==> config.mk <==
export PLATFORM = sky130hd
export DESIGN_NAME = arb_mux
export DESIGN_NICKNAME = d
export VERILOG_FILES = /design/src/rtl/arb_mux.sv
export SDC_FILE = /design/constraint.sdc
export NUM_CORES = 1
export LEC_CHECK = 0
export CORE_AREA = 2 2 230 232
export DETAILED_ROUTE_END_ITERATION = 12
export DIE_AREA = 0 0 232 234
export PLACE_DENSITY = 0.55
export SKIP_LAST_GASP = 1
export SYNTH_ARGS = -nofsm -noshare
export SYNTH_HDL_FRONTEND = slang
export SYNTH_SLANG_ARGS = --single-unit
==> constraint.sdc <==
create_clock -name clk -period 6.75 [get_ports clk]
set_clock_uncertainty 0.1 [all_clocks]
set_input_delay 0.675 -clock clk [delete_from_list [all_inputs] [get_ports clk]]
set_output_delay 0.675 -clock clk [all_outputs]
set_load 0.02 [all_outputs]
==> src/rtl/arb_mux.sv <==
// arb_mux: N-way, WIDTH-bit selector with a one-entry registered output and
// valid/ready handshakes on every input and on the output. Selection comes
// either from `control` (mode=0) or from a round-robin arbiter (mode=1).
// Optional feature macro: ARB_MUX_STATS_EN adds a 16-bit wrapping
// transfer-in counter on output xfer_count.
module arb_mux #(
   parameter int WIDTH = 32,
   parameter int N     = 16,
   parameter int SEL_W = $clog2(N)
) (
   input  logic                 clk,
   input  logic                 rst_n,
   input  logic [N*WIDTH-1:0]   in_data,
   input  logic [N-1:0]         in_valid,
   output logic [N-1:0]         in_ready,
   input  logic                 mode,
   input  logic [SEL_W-1:0]     control,
   output logic [WIDTH-1:0]     out_data,
   output logic [SEL_W-1:0]     out_src,
   output logic                 out_valid,
   input  logic                 out_ready
`ifdef ARB_MUX_STATS_EN
   ,
   output logic [15:0]          xfer_count
`endif
);

   typedef enum logic {EMPTY, FULL} state_t;

   state_t               state_q;
   state_t               state_d;
   logic [WIDTH-1:0]     data_p0;
   logic [SEL_W-1:0]     src_p0;
   logic [SEL_W-1:0]     ptr_p0;
   logic [SEL_W-1:0]     cand;
   logic [SEL_W-1:0]     gsel;
   logic                 grant;
   logic                 load;
   logic                 xfer_in;

   assign load    = (state_q == EMPTY) | out_ready;
   assign xfer_in = rst_n & load & grant;

   // Grant selection: direct index in fixed mode, first valid after ptr in rotate mode
   always_comb begin
      grant = 1'b0;
      gsel  = '0;
      cand  = '0;
      if (mode) begin
         for (int k = 1; k <= N; k++) begin
            cand = SEL_W'((int'(ptr_p0) + k) % N);
            if (!grant && in_valid[cand]) begin
               grant = 1'b1;
               gsel  = cand;
            end
         end
      end else begin
         if (int'(control) < N) begin
            if (in_valid[control]) begin
               grant = 1'b1;
               gsel  = control;
            end
         end
      end
   end

   // One-hot ready toward the granted input; held low during reset
   always_comb begin
      in_ready = '0;
      if (xfer_in) begin
         in_ready[gsel] = 1'b1;
      end
   end

   // Output register occupancy: next state
   always_comb begin
      state_d = state_q;
      case (state_q)
         EMPTY: if (xfer_in) state_d = FULL;
         FULL: begin
            if (xfer_in)        state_d = FULL;
            else if (out_ready) state_d = EMPTY;
         end
         default: state_d = EMPTY;
      endcase
   end

   // Output register occupancy: state register
   always_ff @(posedge clk) begin
      if (!rst_n) state_q <= EMPTY;
      else        state_q <= state_d;
   end

   // ---- stage p0: captured beat and its source index ----
   // Beat capture; payload holds its value after being drained
   always_ff @(posedge clk) begin
      if (!rst_n) begin
         data_p0 <= '0;
         src_p0  <= '0;
      end else if (xfer_in) begin
         data_p0 <= in_data[int'(gsel)*WIDTH +: WIDTH];
         src_p0  <= gsel;
      end
   end

   // Round-robin pointer: last rotate-mode winner; reset so the first search starts at 0
   always_ff @(posedge clk) begin
      if (!rst_n)              ptr_p0 <= SEL_W'(N - 1);
      else if (xfer_in && mode) ptr_p0 <= gsel;
   end

   assign out_data  = data_p0;
   assign out_src   = src_p0;
   assign out_valid = (state_q == FULL);

`ifdef ARB_MUX_STATS_EN
   logic [15:0] cnt_p0;

   // Transfer-in counter, wraps naturally at 16 bits
   always_ff @(posedge clk) begin
      if (!rst_n)       cnt_p0 <= '0;
      else if (xfer_in) cnt_p0 <= cnt_p0 + 16'd1;
   end

   assign xfer_count = cnt_p0;
`endif

endmodule

==> impl_metrics.toml, run 1 <==
[placed_design]
dp_hpwl_um = 47540
dpl-instance-area_um2 = 15580
preCtsSetupSlack_ns = 0.5932
gp_congestion = 0.9588
port_buffers = 588

[global_route]
antenna_found_initial = 14
grt_max_degree = 111
grt_pass1_wl_um = 81030
overflow = 0
grt_use_total_pct = 20.37
first_global_vias = 11820

[routing]
route.detailed.drc = 0
drt_pre_antenna_iters = 5
wl_per_cell_um = 24.06
antenna_left = 0
drt_iter0_markers = 937
wl_um = 58090
viasPerCell = 4.937
routed-via-count = 11920

[layout]
nets = 2263
multi_input_area_um2 = 7679
syn_to_final_growth_pct = 74.31
drive_above_1_share_pct = 8.430
fillers = 5591
mostFrequentLayoutCells = "clkdlybuf4s50_1 (587), mux2i_1 (229), nand2_1 (227), nand3_1 (67), a21oi_1 (60)"
stdcell_area_um2 = 15770
seq_area_um2 = 820.8
fin_util_pct = 30.31
final_common_cell = "clkdlybuf4s50_1"

[yosys]
synth_top_area_cell = "mux2i_1"
async_flop_share_pct = 0
ys.flop_type = "dfxtp_1"
seq_area_frac_synth_pct = 9.075
synthCells = 1200
synth_edf_count = 0
syn_nets = 1744
ys_ff_latch = 41
ys_warn_count = 0
avgSynthCellArea_um2 = 7.537
synth_top_area_share_pct = 25.34
synthTopCellsByArea = "mux2i_1 (25%), nand2_1 (9.5%), dfxtp_1 (9.1%)"
netlist_area_um2 = 9045
ys_types = 85

[floorplan]
initial_core_util_pct = 17.39
row_count = 84
die_area_um2 = 54290
ios = 589
die-width_um = 232
dieHeight_um = 234
core_um2 = 52020

[run]
drv_cap = 0

[clock_network]
hold_buffers = 0
cts_buffer_depth = 2
cts_tree = "done"
cts_made_buffers = 5
cts-root-buf = "clkbuf_16"
post_cts_resized = 0
cts_setup_buffers = 0
htreeDepth = 2
insertion_delay_ns = 0.32
cts.sinks = 41
clk_pin_slew_worst_paths_ns = 0.07

[critical_path]
crit_type = "flop to primary output"
end_kind = "primary output"
rrSetupSlack_ns = 0.63
start_kind = "flop"
worst_ep_arrival_time_ns = 5.63
path_max_fanout = 36
required_ns = 5.97

[power]
p_per_area_nw_per_um2 = 219.6
comb_power_share_pct = 82.1
p_int_w = 0.001633
power_frac_seq_pct = 8.7
p_clk_share_pct = 9.2
p_leak_nw = 6.464
swShare_pct = 52.84
switchingPower_w = 0.001830
worst_ir_drop_vdd_mv = 0.1779

[sta]
rsz0062_at_grt = "true"
setup_viol = 0
layout_min_cycle_time_ns = 6.407
period_share_pct = 94.91
tightest_slew_ns = 1.008
timing.hold.ws_ns = 0.3694
fin_setup_tns_ns = 0
max_freq_mhz = 156.1
slew_headroom_pct = 32.77
hold_viol = 0
maxSlewViolCount = 0
setup_ws_ns = 0.3435

[min_path]
hold_path.class = "flop to flop"

[status]
status = "complete, no violations"
==> final timing paths <==
check | cells past startpoint | from | end
worst max-delay path | 13 | ptr_p0[0]$_SDFFE_PN1P_ | in_ready[12]
worst max register to register | 16 | ptr_p0[0]$_SDFFE_PN1P_ | out_data[22]$_SDFFE_PN0P_
worst min-delay path | 2 | out_src[0]$_SDFFE_PN0P_ | out_src[0]$_SDFFE_PN0P_
worst min register to register | 2 | out_src[0]$_SDFFE_PN0P_ | out_src[0]$_SDFFE_PN0P_
==> Yosys cell counts (all sizes together) (11+ instances only) <==
| master | instances |
|---|---|
| buf | 73 |
| mux2 | 26 |
| a221o | 22 |
| o21ai | 52 |
| nor2 | 31 |
| a31oi | 45 |
| nor3 | 56 |
| clkbuf | 40 |
| dfxtp | 41 |
| nand2 | 230 |
| mux4 | 21 |
| a22oi | 23 |
| a211oi | 14 |
| a21oi | 62 |
| a41oi | 13 |
| mux2i | 230 |
| o2bb2a | 11 |
| a311oi | 12 |
| nand3 | 68 |
==> sequential cells by signal, indices dropped and copies added, names as in the netlist <==
signal,cells
out_data,32
out_src,4
ptr_p0,4
out_valid,1
==> logic make-up (layout without fill, tap and decap cells) <==
| group | count (synthesis) | count (layout) | share of synthesized area [%] |
|---|---|---|---|
| AOI/OAI and AO/OA | 310 | 310 | 25.77 |
| xor gates and xnor gates | 14 | 14 | 1.522 |
| adders and majority gates | 8 | 8 | 1.107 |
| buffers and inverters | 119 | 639 | 6.847 |
| DFF | 41 | 41 | 9.075 |
| muxes | 277 | 277 | 34.00 |
| other | 0 | 6 | 0 |
| and+or+nand+nor | 431 | 431 | 21.68 |
==> worst max-delay path, cell delays in order (launching register included) <==
cell             delay, ns
dfxtp_1               0.34
buf_4                 0.42
ha_1                  0.39
xor2_2                0.47
mux2_2                0.43
a32o_1                0.35
nor4_4                0.38
and4_4                0.34
nand3_4               0.12
o311ai_4              0.70
nand2_1               0.13
or2_2                 0.35
nor3_1                0.23
clkdlybuf4s50_1       0.64
==> metal layers <==
metal | wire length (um) | GRT usage (%) | share of wire, % | vias to the layer above
met4 | 1168 | 5.088 | 2.0 | 4
li1 | - | - | - | 5604
met1 | 24580 | 25.90 | 42 | 5712
met3 | 3441 | 3.696 | 5.9 | 71
met5 | 30 | 0 | 0.052 | -
met2 | 28860 | 35.40 | 50 | 527
==> area by class of cell <==
cell class | count | area share, %
Multi-Input combinational cell | 1040 | 48.70
Tap cell | 688 | 5.460
Clock buffer | 7 | 0.9047
Timing Repair Buffer | 625 | 39.30
Sequential cell | 41 | 5.206
Antenna cell | 6 | 0.09523
Clock inverter | 1 | 0.1905
Inverter | 6 | 0.1428
==> stage by stage <==
step	std cells	total power (W)
after floorplan	1200	0.002074
after global placement	2400	0.003131
after detailed placement	2400	0.003131
after CTS	2408	0.003475
after global routing	2413	0.003677
final	2414	0.003463
==> power groups by stage <==
| stage | combinational [W] | clock (W) | sequential (W) |
|---|---|---|---|
| floorplan | 0.00173 | 0 | 0.000340 |
| global placement | 0.00283 | 0 | 0.000305 |
| detailed placement | 0.00283 | 0 | 0.000304 |
| CTS | 0.00284 | 0.000338 | 0.000300 |
| global route | 0.00303 | 0.000342 | 0.000304 |
| finish | 0.00284 | 0.000320 | 0.000300 |
Note: power is estimated with default switching activity, not from simulation.
==> run 2: changes to the inputs <==
CTS_CLUSTER_SIZE = 14   (was not set)
SKIP_CTS_REPAIR_TIMING = 1   (was not set)
==> results of run 2 <==
No change in the layout: final DEF, timing and power equal those of run 1.
